### src/rtl/cc_frame_ctrl.sv
// rtl/cc_frame_ctrl.sv - frame sequencer between the UART rx/tx pair and the byte-wide cipher core
//
// Collects SYNC, LEN, payload from the UART receiver. Streams the payload through the
// cipher core, writing results back in place. Then sends SYNC, LEN, results to the transmitter.
//
// Ports:
//   clk, rst                       clock, synchronous active-high reset
//   rx_data / rx_valid             received byte, one-cycle pulse per byte
//   core_in_data / core_in_valid   byte offered to the core, held until core_in_ready
//   core_in_ready                  core accepts a byte when valid and ready are both high
//   core_out_data / core_out_valid processed byte from the core, one-cycle pulse, in order
//   tx_data / tx_start             byte to transmit, one-cycle transmit request
//   tx_busy                        transmitter busy, rises the cycle after tx_start
//   busy                           high whenever a frame is in progress
//   frame_err                      one-cycle pulse when a frame is aborted
module cc_frame_ctrl #(
  parameter int unsigned DEPTH   = 16,
  parameter int unsigned TIMEOUT = 30000,
  parameter logic [7:0]  SYNC    = 8'hA5
) (
  input  logic       clk,
  input  logic       rst,
  input  logic [7:0] rx_data,
  input  logic       rx_valid,
  output logic [7:0] core_in_data,
  output logic       core_in_valid,
  input  logic       core_in_ready,
  input  logic [7:0] core_out_data,
  input  logic       core_out_valid,
  output logic [7:0] tx_data,
  output logic       tx_start,
  input  logic       tx_busy,
  output logic       busy,
  output logic       frame_err
);
  localparam int unsigned AW = $clog2(DEPTH);
  // One extra index bit so that LEN == DEPTH is representable without wrapping.
  localparam int unsigned IW = AW + 1;
  // The transmit count also covers the SYNC and LEN bytes.
  localparam int unsigned CW = IW + 1;
  localparam int unsigned TW = $clog2(TIMEOUT);

  localparam logic [IW-1:0] I_ONE   = IW'(1);
  localparam logic [CW-1:0] C_ONE   = CW'(1);
  localparam logic [CW-1:0] C_TWO   = CW'(2);
  localparam logic [TW-1:0] T_ONE   = TW'(1);
  localparam logic [TW-1:0] T_MAX   = TW'(TIMEOUT - 1);
  localparam logic [8:0]    LEN_MAX = 9'(DEPTH);

  typedef enum logic [2:0] {
    IDLE, GET_LEN, GET_DATA, PROC, TX_SYNC, TX_LEN, TX_DATA, TX_WAIT
  } state_t;

  state_t          state_q, state_d;
  logic [IW-1:0]   len_q, len_d;
  logic [IW-1:0]   wr_idx_q, wr_idx_d;
  logic [IW-1:0]   in_idx_q, in_idx_d;
  logic [IW-1:0]   out_idx_q, out_idx_d;
  logic [CW-1:0]   tx_cnt_q, tx_cnt_d;
  logic [TW-1:0]   timer_q, timer_d;
  logic            guard_q, guard_d;
  logic [7:0]      tx_data_q, tx_data_d;
  logic            frame_err_q, frame_err_d;

  logic [7:0]      buf_q [DEPTH];
  logic            buf_we;
  logic [AW-1:0]   buf_waddr;
  logic [7:0]      buf_wdata;

  logic            reload;
  logic            timed;

  assign busy          = (state_q != IDLE);
  assign core_in_valid = (state_q == PROC) && (in_idx_q < len_q);
  assign core_in_data  = core_in_valid ? buf_q[in_idx_q[AW-1:0]] : 8'h00;
  // tx_start is decoded from the state so it appears in the cycle the TX state is entered;
  // tx_data is registered on the transition so it is already valid in that cycle.
  assign tx_start      = (state_q == TX_SYNC) || (state_q == TX_LEN) || (state_q == TX_DATA);
  assign tx_data       = tx_data_q;
  assign frame_err     = frame_err_q;

  always_comb begin
    state_d     = state_q;
    len_d       = len_q;
    wr_idx_d    = wr_idx_q;
    in_idx_d    = in_idx_q;
    out_idx_d   = out_idx_q;
    tx_cnt_d    = tx_cnt_q;
    timer_d     = timer_q;
    guard_d     = guard_q;
    tx_data_d   = tx_data_q;
    frame_err_d = 1'b0;
    buf_we      = 1'b0;
    buf_waddr   = '0;
    buf_wdata   = 8'h00;
    reload      = 1'b0;
    timed       = 1'b0;

    unique case (state_q)
      IDLE: begin
        if (rx_valid && (rx_data == SYNC)) begin
          state_d = GET_LEN;
        end
      end

      GET_LEN: begin
        timed = 1'b1;
        if (rx_valid) begin
          reload = 1'b1;
          if ((rx_data != 8'h00) && ({1'b0, rx_data} <= LEN_MAX)) begin
            len_d    = IW'(rx_data);
            wr_idx_d = '0;
            state_d  = GET_DATA;
          end else begin
            frame_err_d = 1'b1;
            state_d     = IDLE;
          end
        end
      end

      GET_DATA: begin
        timed = 1'b1;
        if (rx_valid) begin
          reload    = 1'b1;
          buf_we    = 1'b1;
          buf_waddr = wr_idx_q[AW-1:0];
          buf_wdata = rx_data;
          wr_idx_d  = wr_idx_q + I_ONE;
          if (wr_idx_d == len_q) begin
            in_idx_d  = '0;
            out_idx_d = '0;
            state_d   = PROC;
          end
        end
      end

      PROC: begin
        timed = 1'b1;
        if (core_in_valid && core_in_ready) begin
          in_idx_d = in_idx_q + I_ONE;
        end
        // Results overwrite their source slot; out_idx never passes in_idx, so the
        // byte currently offered to the core is never clobbered.
        if (core_out_valid && (out_idx_q < len_q)) begin
          reload    = 1'b1;
          buf_we    = 1'b1;
          buf_waddr = out_idx_q[AW-1:0];
          buf_wdata = core_out_data;
          out_idx_d = out_idx_q + I_ONE;
          if (out_idx_d == len_q) begin
            tx_cnt_d  = '0;
            tx_data_d = SYNC;
            state_d   = TX_SYNC;
          end
        end
      end

      TX_SYNC, TX_LEN, TX_DATA: begin
        tx_cnt_d = tx_cnt_q + C_ONE;
        guard_d  = 1'b1;
        state_d  = TX_WAIT;
      end

      TX_WAIT: begin
        // The guard cycle covers the cycle in which tx_busy has not yet risen.
        if (guard_q) begin
          guard_d = 1'b0;
        end else if (!tx_busy) begin
          if (tx_cnt_q == C_ONE) begin
            tx_data_d = 8'(len_q);
            state_d   = TX_LEN;
          end else if (tx_cnt_q < ({1'b0, len_q} + C_TWO)) begin
            tx_data_d = buf_q[AW'(tx_cnt_q - C_TWO)];
            state_d   = TX_DATA;
          end else begin
            state_d = IDLE;
          end
        end
      end
    endcase

    // Inter-event watchdog for the receive and processing phases.
    if (reload) begin
      timer_d = '0;
    end else if (timed) begin
      if (timer_q == T_MAX) begin
        timer_d     = '0;
        frame_err_d = 1'b1;
        state_d     = IDLE;
      end else begin
        timer_d = timer_q + T_ONE;
      end
    end
  end

  always_ff @(posedge clk) begin
    if (rst) begin
      state_q     <= IDLE;
      len_q       <= '0;
      wr_idx_q    <= '0;
      in_idx_q    <= '0;
      out_idx_q   <= '0;
      tx_cnt_q    <= '0;
      timer_q     <= '0;
      guard_q     <= 1'b0;
      tx_data_q   <= 8'h00;
      frame_err_q <= 1'b0;
    end else begin
      state_q     <= state_d;
      len_q       <= len_d;
      wr_idx_q    <= wr_idx_d;
      in_idx_q    <= in_idx_d;
      out_idx_q   <= out_idx_d;
      tx_cnt_q    <= tx_cnt_d;
      timer_q     <= timer_d;
      guard_q     <= guard_d;
      tx_data_q   <= tx_data_d;
      frame_err_q <= frame_err_d;
    end
  end

  // Payload buffer has no reset; contents are only read after being written.
  always_ff @(posedge clk) begin
    if (buf_we && !rst) begin
      buf_q[buf_waddr] <= buf_wdata;
    end
  end
endmodule

### config.mk
export PLATFORM = sky130hd
export DESIGN_NAME = cc_frame_ctrl
export DESIGN_NICKNAME = d
export VERILOG_FILES = /design/src/rtl/cc_frame_ctrl.sv
export SDC_FILE = /design/constraint.sdc
export NUM_CORES = 1
export LEC_CHECK = 0
export BUFFER_PORTS_ARGS = -buffer_cell sky130_fd_sc_hd__buf_4
export CORE_UTILIZATION = 45
export DETAILED_ROUTE_END_ITERATION = 7
export GPL_TIMING_DRIVEN = 0
export PLACE_DENSITY_LB_ADDON = 0.2
export SYNTH_ARGS = -nofsm -noshare
export SYNTH_HDL_FRONTEND = slang
export SYNTH_SLANG_ARGS = --single-unit
### constraint.sdc
create_clock -name clk -period 3.2 [get_ports clk]
set_input_delay 0.96 -clock clk [delete_from_list [all_inputs] [get_ports clk]]
set_output_delay 0.96 -clock clk [all_outputs]
set_load 0.01 [all_outputs]
==> flow_metrics.env, run 1 <==
export IMPL_diodes=0
export IMPL_min_period_over_period=1.05
export IMPL_synth_area_top_cells="edfxtp_1 40%, mux4_2 14%, dfxtp_1 12%, mux4_1 3.6%, ha_1 3.0%"
export IMPL_clock_latency_ns=0.44
export IMPL_hold_viol_final=0
export IMPL_relSlewSlack=0.521
export IMPL_ys_seq_area_frac=0.526
export IMPL_min_to="tx_data[1]$_SDFFE_PP0P_"
export IMPL_h_tree_depth=4
export IMPL_outcome="finished with violations"
export IMPL_grt_start_max_net_pins=20
export IMPL_drtPass1Iterations=5
export IMPL_cts_tree="built"
export IMPL_synthCells=695
export IMPL_tns_ns=-1.14
export IMPL_end_kind="output pin"
export IMPL_worst_hold_path_type="flop to flop"
export IMPL_dp_slack_ns=-0.304
export IMPL_drt_iter0_markers=644
export IMPL_rr_endpoint="tx_data[3]$_SDFFE_PP0P_"
export IMPL_cpMaxStageDelayCell="mux4_2"
export IMPL_crit_top_cell="mux4_2"
export IMPL_ctsHoldBuffers=0
export IMPL_clk_path_buf_depth=2
export IMPL_core_area_mm2=0.0205
export IMPL_syn2layout_area_growth_pct=18.3
export IMPL_cp_slowest_stage_delay_ns=0.54
export IMPL_ys_ff_latch=186
export IMPL_initial_utilization=0.464
export IMPL_vdd_ir_drop_worst_uv=393
export IMPL_syn_avg_cell_area_um2=13.7
export IMPL_cts_root_buf="clkbuf_16"
export IMPL_synth_edf_count=128
export IMPL_grt_pass1_wl_um=38800
export IMPL_period_needed_ns=3.36
export IMPL_mappedNetlistArea_mm2=0.00952
export IMPL_rows=52
export IMPL_dp_hpwl_um=18200
export IMPL_power_density_mw_per_mm2=421
export IMPL_drive_gt1_frac=0.296
export IMPL_final_cells=1053
export IMPL_crit_buf_inv=2
export IMPL_yosysTopAreaCellShare=0.404
export IMPL_drt_wirelength_per_cell_um=24.6
export IMPL_antenna_found_initial=0
export IMPL_critical_path_top_delay_family="multiplexers"
export IMPL_async_reset_ff_frac=0
export IMPL_clock_fmax_ghz=0.297
export IMPL_nFillCells=1676
export IMPL_avgViaCountPerCell=6.20
export IMPL_hold_path_startpoint="tx_data[1]$_SDFFE_PP0P_"
export IMPL_cp_max_fo=10
export IMPL_p_total_mw=4.74
export IMPL_maxSlewViolCount=0
export IMPL_dieArea_mm2=0.0217
export IMPL_vias=6526
export IMPL_drc_errors=0
export IMPL_start_kind="flop"
export IMPL_postRouteAntennaNets=0
export IMPL_synth_fp_nets=740
export IMPL_path_clk_slew_ns=0.07
export IMPL_finalSetupViolCount=8
export IMPL_hold_depth=2
export IMPL_synth_commonest_cells="128 x edfxtp_1, 61 x mux4_2, 61 x nor2_1"
export IMPL_nNetsFinal=815
export IMPL_yosysUniqueCellTypes=65
export IMPL_track_usage=0.244
export IMPL_die_h_um=147
export IMPL_clock_skew_ns=0.0144
export IMPL_synth_largest_area_cell="edfxtp_1"
export IMPL_path_cells="buf_12, mux4_2, mux4_2, and2_4, buf_6"
export IMPL_cap_violations=0
export IMPL_numCtsBuffers=17
export IMPL_dp_cells=1007
export IMPL_crit_arrival_ns=2.40
export IMPL_rrSetupSlack_ns=0.09
export IMPL_io_pins=42
export IMPL_violations="setup timing"
export IMPL_cts_sinks=186
export IMPL_portBuffers=41
export IMPL_timing_rr_start="tx_cnt_q[1]$_SDFFE_PP0P_"
export IMPL_critPathKind="flop to output pin"
export IMPL_overflow=0
export IMPL_place_congestion=0.929
export IMPL_rsz0062_at_grt="true"
export IMPL_r2r_cells=9
export IMPL_yosysMostFrequentCell="edfxtp_1"
export IMPL_cp_data_required_time_ns=2.24
export IMPL_grt_pass1_vias=6517
export IMPL_yosysWarnings=0
export IMPL_p_leak_nw=4.17
export IMPL_wl_um=25900
export IMPL_tightest_slew_ns=0.718
export IMPL_die_w_um=147
export IMPL_setup_slack_ns=-0.162
export IMPL_ys_flop_type="edfxtp_1"
export IMPL_finalCoreUtilization=0.549
-- registers in the layout, summed over array words and instances, names as in the netlist, named ones only --
name,flops
buf_q,128
timer_q,15
tx_data,8
tx_cnt_q,6
in_idx_q,5
len_q,5
out_idx_q,5
wr_idx_q,5
state_q,3
frame_err,1
guard_q,1
-- power by group --
| group | leakage (nW) | switching [mW] | internal, mW |
|---|---|---|---|
| clock network | 0.295 | 1.04 | 1.12 |
| registers | 1.96 | 0.0000825 | 2.53 |
| logic | 1.92 | 0.0306 | 0.0216 |
-- cells by family after synthesis --
| logic type | Yosys count | synth area share |
|---|---|---|
| AND/OR/NAND/NOR | 206 | 0.111 |
| XOR/XNOR | 38 | 0.0387 |
| buffers and inverters | 57 | 0.0302 |
| AO/OA/AOI/OAI | 101 | 0.0725 |
| adder cells (fa/ha/maj) | 23 | 0.0302 |
| flip-flops | 186 | 0.526 |
| multiplexers | 84 | 0.191 |
-- how the worst max path moves through the flow --
stage | from | to | slack (ns) | depth (start not counted)
after floorplan | flop | core_in_data[5] | 0.34 | 5
after global placement | len_q[1]$_SDFFE_PP0P_ | buf_q[14][6]$_DFFE_PP_ | -0.29 | 10
after detailed placement | len_q[1]$_SDFFE_PP0P_ | buf_q[14][6]$_DFFE_PP_ | -0.30 | 10
after CTS | flop | core_in_data[0] | -0.18 | 5
after global routing | flop | core_in_data[1] | -0.21 | 5
final | flop | core_in_data[1] | -0.16 | 5
-- area by class of cell --
| type | instances | area (µm²) | share of cell area |
|---|---|---|---|
| Sequential cell | 186 | 5020 | 0.446 |
| Multi-Input combinational cell | 452 | 4430 | 0.393 |
| Timing Repair Buffer | 57 | 507 | 0.0450 |
| Clock buffer | 17 | 425 | 0.0378 |
| Tap cell | 270 | 338 | 0.0300 |
| Buffer | 38 | 273 | 0.0242 |
| Clock inverter | 15 | 181 | 0.0161 |
| Inverter | 17 | 80.1 | 0.00711 |
| Timing Repair inverter | 1 | 5.00 | 0.000445 |
-- metrics by stage --
| stage | instance area (µm²) | hold WS (ns) |
|---|---|---|
| floorplan | 9520 | 0.460 |
| global placement | 10200 | 0.459 |
| detailed placement | 10200 | 0.466 |
| CTS | 11000 | 0.476 |
| global route | 11300 | 0.500 |
| finish | 11300 | 0.475 |
-- cell usage in the layout (no fill, tap or decap), types with 5 or more instances in the layout --
cell | synthesis | final
nor2_4 | 0 | 11
a31oi_1 | 5 | 5
buf_2 | 14 | 13
a21oi_1 | 27 | 26
a2111oi_0 | 5 | 5
nand2b_1 | 8 | 8
buf_6 | 2 | 11
xnor2_1 | 20 | 20
mux2i_1 | 7 | 7
nor2_2 | 0 | 5
o21ai_0 | 11 | 10
a21o_1 | 5 | 5
edfxtp_1 | 128 | 128
o211ai_1 | 6 | 6
and3_1 | 5 | 5
clkbuf_16 | 0 | 17
a22o_1 | 9 | 9
nand3b_1 | 6 | 6
nor2_1 | 61 | 45
clkinv_8 | 0 | 5
nand2_1 | 31 | 29
xor2_1 | 15 | 15
nor3_1 | 15 | 15
nand4_1 | 13 | 13
nor4_1 | 7 | 7
buf_4 | 4 | 49
mux4_2 | 61 | 61
clkbuf_1 | 11 | 9
mux4_1 | 13 | 13
inv_1 | 17 | 13
buf_12 | 1 | 7
nand3_1 | 26 | 26
dfxtp_1 | 58 | 52
ha_1 | 23 | 21
and2_4 | 0 | 8
-- layer usage --
metal | global-route usage | routed length (µm) | vias to the layer above
met5 | 0 | 0 | -
met4 | 0.0619 | 437 | 0
met3 | 0.0559 | 1750 | 37
met2 | 0.415 | 12900 | 277
met1 | 0.316 | 10800 | 3304
li1 | - | - | 2908
-- worst reg2reg max path: stages (launching register included) --
cell and delay, ns:
dfxtp_1 0.55, clkbuf_4 0.33, inv_1 0.14, ha_1 0.28, xnor2_4 0.34, buf_2 0.34
a2111oi_0 0.18, a2111oi_0 0.49, o21ai_1 0.20, a21oi_1 0.17
-- timing repair --
item,in CTS,in global routing
pin swaps,2,10
setup endpoints to repair,144,123
resized for setup,63,39
buffers inserted,3,12
gates cloned,0,1
Note: power is estimated with default switching activity, not from simulation.
==> run 2, diff against run 1 <==
TNS_END_PERCENT = 50   (was not set)
clock period = 3.66 ns   (was 3.2 ns; I/O delays follow)
==> run 2 against run 1 <==
Power down 13%. Clock skew barely moved. Clock power down 13%. Core utilization decreased by 2.1 points. Largest power group unchanged. Sequential cell count unchanged. Critical path depth unchanged. Setup slack gained 0.24 ns. The flow now finishes without violations. Sequential share of layout area up 1.7 points. Via count down 1.3%. Cell area shrank 3.7%.
==> flow_metrics.env, run 2 (synthesis results as in run 1) <==
export IMPL_outcome="finished clean"
export IMPL_use_met2=0.409
export IMPL_ctsResizeCount=16
export IMPL_portBuffers=41
export IMPL_tns_ns=0
export IMPL_drt_wirelength_per_cell_um=24.2
export IMPL_avgViaCountPerCell=6.21
export IMPL_grt_pass1_vias=6440
export IMPL_diodes=0
export IMPL_cts_sinks=186
export IMPL_min_period_over_period=0.978
export IMPL_p_leak_nw=4.03
export IMPL_pwr_share_comb=0.011
export IMPL_period_needed_ns=3.58
export IMPL_clock_skew_ns=0.0146
export IMPL_multi_input_area_mm2=0.00424
export IMPL_drc_errors=0
export IMPL_relSlewSlack=0.360
export IMPL_place_congestion=0.929
export IMPL_finalCoreUtilization=0.529
export IMPL_clock_fmax_ghz=0.279
export IMPL_cp_max_fo=10
export IMPL_start_kind="flop"
export IMPL_critPathKind="flop to output pin"
export IMPL_crit_arrival_ns=2.48
export IMPL_cp_data_required_time_ns=2.56
export IMPL_wl_um=25100
export IMPL_clk_path_buf_depth=2
export IMPL_die_w_um=147
export IMPL_placed_area_mm2=0.0102
export IMPL_die_h_um=147
export IMPL_h_tree_depth=4
export IMPL_vdd_ir_drop_worst_uv=342
export IMPL_numCtsBuffers=17
export IMPL_power_density_mw_per_mm2=382
export IMPL_dp_cells=1007
export IMPL_p_clk_frac=0.455
export IMPL_layout_common_cells="128 x edfxtp_1, 61 x mux4_2, 59 x nor2_1"
export IMPL_switchingPower_mw=0.933
export IMPL_dp_slack_ns=0.0520
export IMPL_core_area_mm2=0.0205
export IMPL_setup_slack_ns=0.0801
export IMPL_clock_latency_ns=0.44
export IMPL_cts_tree="built"
export IMPL_dieArea_mm2=0.0217
export IMPL_antenna_found_initial=0
export IMPL_largest_reg_flops=128
export IMPL_grt_pass1_wl_um=38400
export IMPL_rows=52
export IMPL_end_kind="output pin"
export IMPL_netSwitchingFraction=0.225
export IMPL_post_cts_buffers=0
export IMPL_seq_power_share=0.534
export IMPL_final_cells=1038
export IMPL_postRouteAntennaNets=0
export IMPL_syn2layout_area_growth_pct=13.9
export IMPL_track_usage=0.241
export IMPL_grt_start_max_net_pins=20
export IMPL_finalSetupViolCount=0
export IMPL_overflow=0
export IMPL_met1_usage=0.316
export IMPL_initial_utilization=0.464
export IMPL_ff_latch_area_mm2=0.00501
export IMPL_layout_commonest_cell="edfxtp_1"
export IMPL_path_clk_slew_ns=0.07
export IMPL_rsz0062_at_grt="false"
export IMPL_io_pins=42
export IMPL_drtPass1Iterations=6
export IMPL_nFillCells=1731
export IMPL_met3_usage=0.0531
export IMPL_drive_gt1_frac=0.237
export IMPL_top_register="buf_q"
export IMPL_vias=6443
export IMPL_cap_violations=0
export IMPL_drt_iter0_markers=595
export IMPL_final_cell_area_mm2=0.0108
export IMPL_ctsHoldBuffers=0
export IMPL_hold_viol_final=0
export IMPL_top_usage_layer="met2"
export IMPL_worst_hold_path_type="flop to flop"
export IMPL_nNetsFinal=800
export IMPL_intPower_mw=3.21
export IMPL_dp_hpwl_um=18200
export IMPL_tightest_slew_ns=0.956
export IMPL_cts_root_buf="clkbuf_16"
export IMPL_maxSlewViolCount=0
## run 2: cell type report
cell class	count	share of cell area
buffer	39	0.0230
multi-input combinational	452	0.391
clock buffer	17	0.0393
clock inverter	15	0.0167
timing repair buffer	42	0.0291
sequential	186	0.463
inverter	17	0.00716
tap	270	0.0312
## run 2: power by group through the flow
stage / combinational, mW / clock, mW / sequential, mW
after global placement: 0.0447 / 0 / 2.26
after floorplan: 0.0131 / 0 / 2.26
final: 0.0460 / 1.88 / 2.21
after global routing: 0.0485 / 2.00 / 2.21
after detailed placement: 0.0453 / 0 / 2.26
after CTS: 0.0454 / 1.90 / 2.21
## run 2: stage by stage
stage	total power, mW	hold slack (ns)
2_1_floorplan	2.28	0.460
3_3_place_gp	2.31	0.459
3_5_place_dp	2.31	0.466
4_1_cts	4.16	0.476
5_1_grt	4.26	0.500
6_report	4.14	0.478
## run 2: critical path, stage by stage (launching register included)
cell and delay, ns:
dfxtp_1 0.50, clkbuf_4 0.36, mux4_2 0.37, mux4_2 0.45, and2_1 0.20, buf_4 0.15
## run 2: path summary, 6_finish.rpt
check                           slack, ns  cells past startpoint               startpoint                 endpoint
worst min-delay path                 0.48                      2  tx_data[1]$_SDFFE_PP0P_  tx_data[1]$_SDFFE_PP0P_
worst min register to register       0.48                      2  tx_data[1]$_SDFFE_PP0P_  tx_data[1]$_SDFFE_PP0P_
worst max register to register       0.15                     10    len_q[2]$_SDFFE_PP0P_    buf_q[6][0]$_DFFE_PP_
worst max-delay path                 0.08                      5                     flop          core_in_data[3]
## run 2: per-layer routing
layer  up-vias  routed length, µm
li1       2871                  -
met1      3271              10500
met2       268              12500
met3        33               1790
met4         0                380
met5         -                  0
==> run 3, diff against run 2 <==
CORE_ASPECT_RATIO = 1.5   (was not set)
==> run 3 against run 2 <==
Sequential cell count unchanged. Global-route usage grew 0.60 points. Maximum frequency decreased by 0.27%. Power decreased by 2.2%. Setup slack got worse by 0.0097 ns. Combinational power up 1%. Largest power group unchanged. Sequential share of layout area grew 0.13 points. Cell count fell by 0.48%.
==> flow_metrics.env, run 3 (synthesis results as in run 1) <==
export IMPL_pwr_share_comb=0.012
export IMPL_dp_hpwl_um=19200
export IMPL_critical_path_top_delay_family="multiplexers"
export IMPL_relSlewSlack=0.319
export IMPL_vdd_ir_drop_worst_uv=364
export IMPL_hold_worst_slack_ns=0.474
export IMPL_die_h_um=180
export IMPL_postRouteAntennaNets=0
export IMPL_p_leak_nw=4.00
export IMPL_period_needed_ns=3.59
export IMPL_power_density_mw_per_mm2=375
export IMPL_wl_um=25700
export IMPL_vias=6488
export IMPL_p_clk_frac=0.442
export IMPL_die_w_um=121
export IMPL_seq_power_share=0.547
export IMPL_cts_root_buf="clkbuf_16"
export IMPL_clk_path_buf_depth=2
export IMPL_io_pins=42
export IMPL_cp_data_required_time_ns=2.56
export IMPL_layout_commonest_cell="edfxtp_1"
export IMPL_cp_max_fo=10
export IMPL_path_cells="clkbuf_4, mux4_2, mux4_2, and2_1, buf_4"
export IMPL_setup_slack_ns=0.0703
export IMPL_drt_iter0_markers=670
export IMPL_p_total_mw=4.05
export IMPL_drt_wirelength_per_cell_um=24.9
export IMPL_syn2layout_area_growth_pct=13.6
export IMPL_min_period_over_period=0.981
export IMPL_r2r_cells=10
export IMPL_initial_utilization=0.462
export IMPL_switchingPower_mw=0.829
export IMPL_top_register="buf_q"
export IMPL_path_clk_slew_ns=0.07
export IMPL_cts_tree="built"
export IMPL_antenna_found_initial=0
export IMPL_largest_reg_flops=128
export IMPL_hold_viol_final=0
export IMPL_crit_top_cell="mux4_2"
export IMPL_outcome="finished clean"
export IMPL_layout_common_cells="128 x edfxtp_1, 61 x mux4_2, 59 x nor2_1"
export IMPL_netSwitchingFraction=0.204
export IMPL_place_congestion=0.939
export IMPL_critPathKind="flop to output pin"
export IMPL_rsz0062_at_grt="false"
export IMPL_hold_path_startpoint="tx_data[6]$_SDFFE_PP0P_"
export IMPL_intPower_mw=3.23
export IMPL_tightest_slew_ns=1.02
export IMPL_cap_violations=0
export IMPL_cts_sinks=186
export IMPL_rows=64
export IMPL_dieArea_mm2=0.0217
export IMPL_min_to="tx_data[6]$_SDFFE_PP0P_"
export IMPL_crit_arrival_ns=2.49
export IMPL_drtPass1Iterations=7
export IMPL_clock_latency_ns=0.44
export IMPL_finalSetupViolCount=0
export IMPL_h_tree_depth=4
export IMPL_rr_endpoint="buf_q[2][1]$_DFFE_PP_"
export IMPL_clock_fmax_ghz=0.279
export IMPL_nNetsFinal=803
export IMPL_cpMaxStageDelayCell="dfxtp_1"
export IMPL_diodes=0
export IMPL_clock_skew_ns=0.00928
export IMPL_grt_pass1_vias=6596
export IMPL_rrSetupSlack_ns=0.18
export IMPL_dp_slack_ns=-0.0123
export IMPL_cp_slowest_stage_delay_ns=0.51
export IMPL_overflow=0
export IMPL_grt_pass1_wl_um=38900
export IMPL_drive_gt1_frac=0.235
export IMPL_timing_rr_start="len_q[2]$_SDFFE_PP0P_"
export IMPL_worst_hold_path_type="flop to flop"
export IMPL_maxSlewViolCount=0
export IMPL_end_kind="output pin"
export IMPL_drc_errors=0
export IMPL_numCtsBuffers=17
export IMPL_grt_start_max_net_pins=17
export IMPL_avgViaCountPerCell=6.28
export IMPL_start_kind="flop"
export IMPL_ctsHoldBuffers=0
export IMPL_hold_depth=2
export IMPL_track_usage=0.247
export IMPL_crit_buf_inv=2
export IMPL_core_area_mm2=0.0206
export IMPL_portBuffers=41
==> run 3: power by group through the flow <==
| stage | clock, mW | sequential, mW | combinational (mW) |
|---|---|---|---|
| floorplan | 0 | 2.26 | 0.0131 |
| global placement | 0 | 2.26 | 0.0453 |
| detailed placement | 0 | 2.26 | 0.0456 |
| CTS | 1.80 | 2.22 | 0.0460 |
| global route | 1.88 | 2.21 | 0.0490 |
| finish | 1.79 | 2.22 | 0.0466 |
==> run 3: cell type report <==
| class | instances | area [µm²] |
|---|---|---|
| plain buffers | 39 | 249 |
| clock buffers | 17 | 425 |
| clock inverters | 13 | 129 |
| fillers | 1703 | 9770 |
| inverters | 17 | 67.6 |
| multi-input cells | 452 | 4260 |
| flip-flops and latches | 186 | 5010 |
| well taps | 264 | 330 |
| repair buffers | 45 | 338 |
==> run 3: worst min-delay path, stage by stage (launching register included) <==
cell and delay, ns:
dfxtp_1 0.31, inv_1 0.05, o41ai_1 0.07
==> run 3: metal layers <==
metal	routed length [µm]	GRT usage
met1	9450	0.271
met2	14000	0.448
met3	1160	0.0472
met4	1170	0.127
met5	0	0
==> run 3: how the worst max path moves through the flow <==
| stage | cells after the start | slack, ns | to |
|---|---|---|---|
| after global placement | 8 | 0.04 | core_in_data[1] |
| after CTS | 5 | 0.002 | core_in_data[3] |
| after global routing | 5 | 0.002 | core_in_data[3] |
| final | 5 | 0.07 | core_in_data[3] |
| after floorplan | 5 | 0.67 | core_in_data[0] |
| after detailed placement | 7 | -0.01 | core_in_data[3] |
==> run 3: timing repair <==
item	CTS	global route
endpoints found under the setup margin	9	79
setup buffers	2	1
pin swaps	0	1
gates resized for setup	17	14
endpoints found under the hold margin	0	0
==> run 3: metrics by stage <==
step                      cell area, µm²  std cells  utilization  setup TNS, ns
after floorplan                     9520        695            -              0
after global placement             10200       1000        0.493              0
after detailed placement           10200       1001        0.494        -0.0125
after CTS                          10800       1032        0.523              0
after global routing               10800       1033        0.525              0
final                              10800       1033        0.525              0
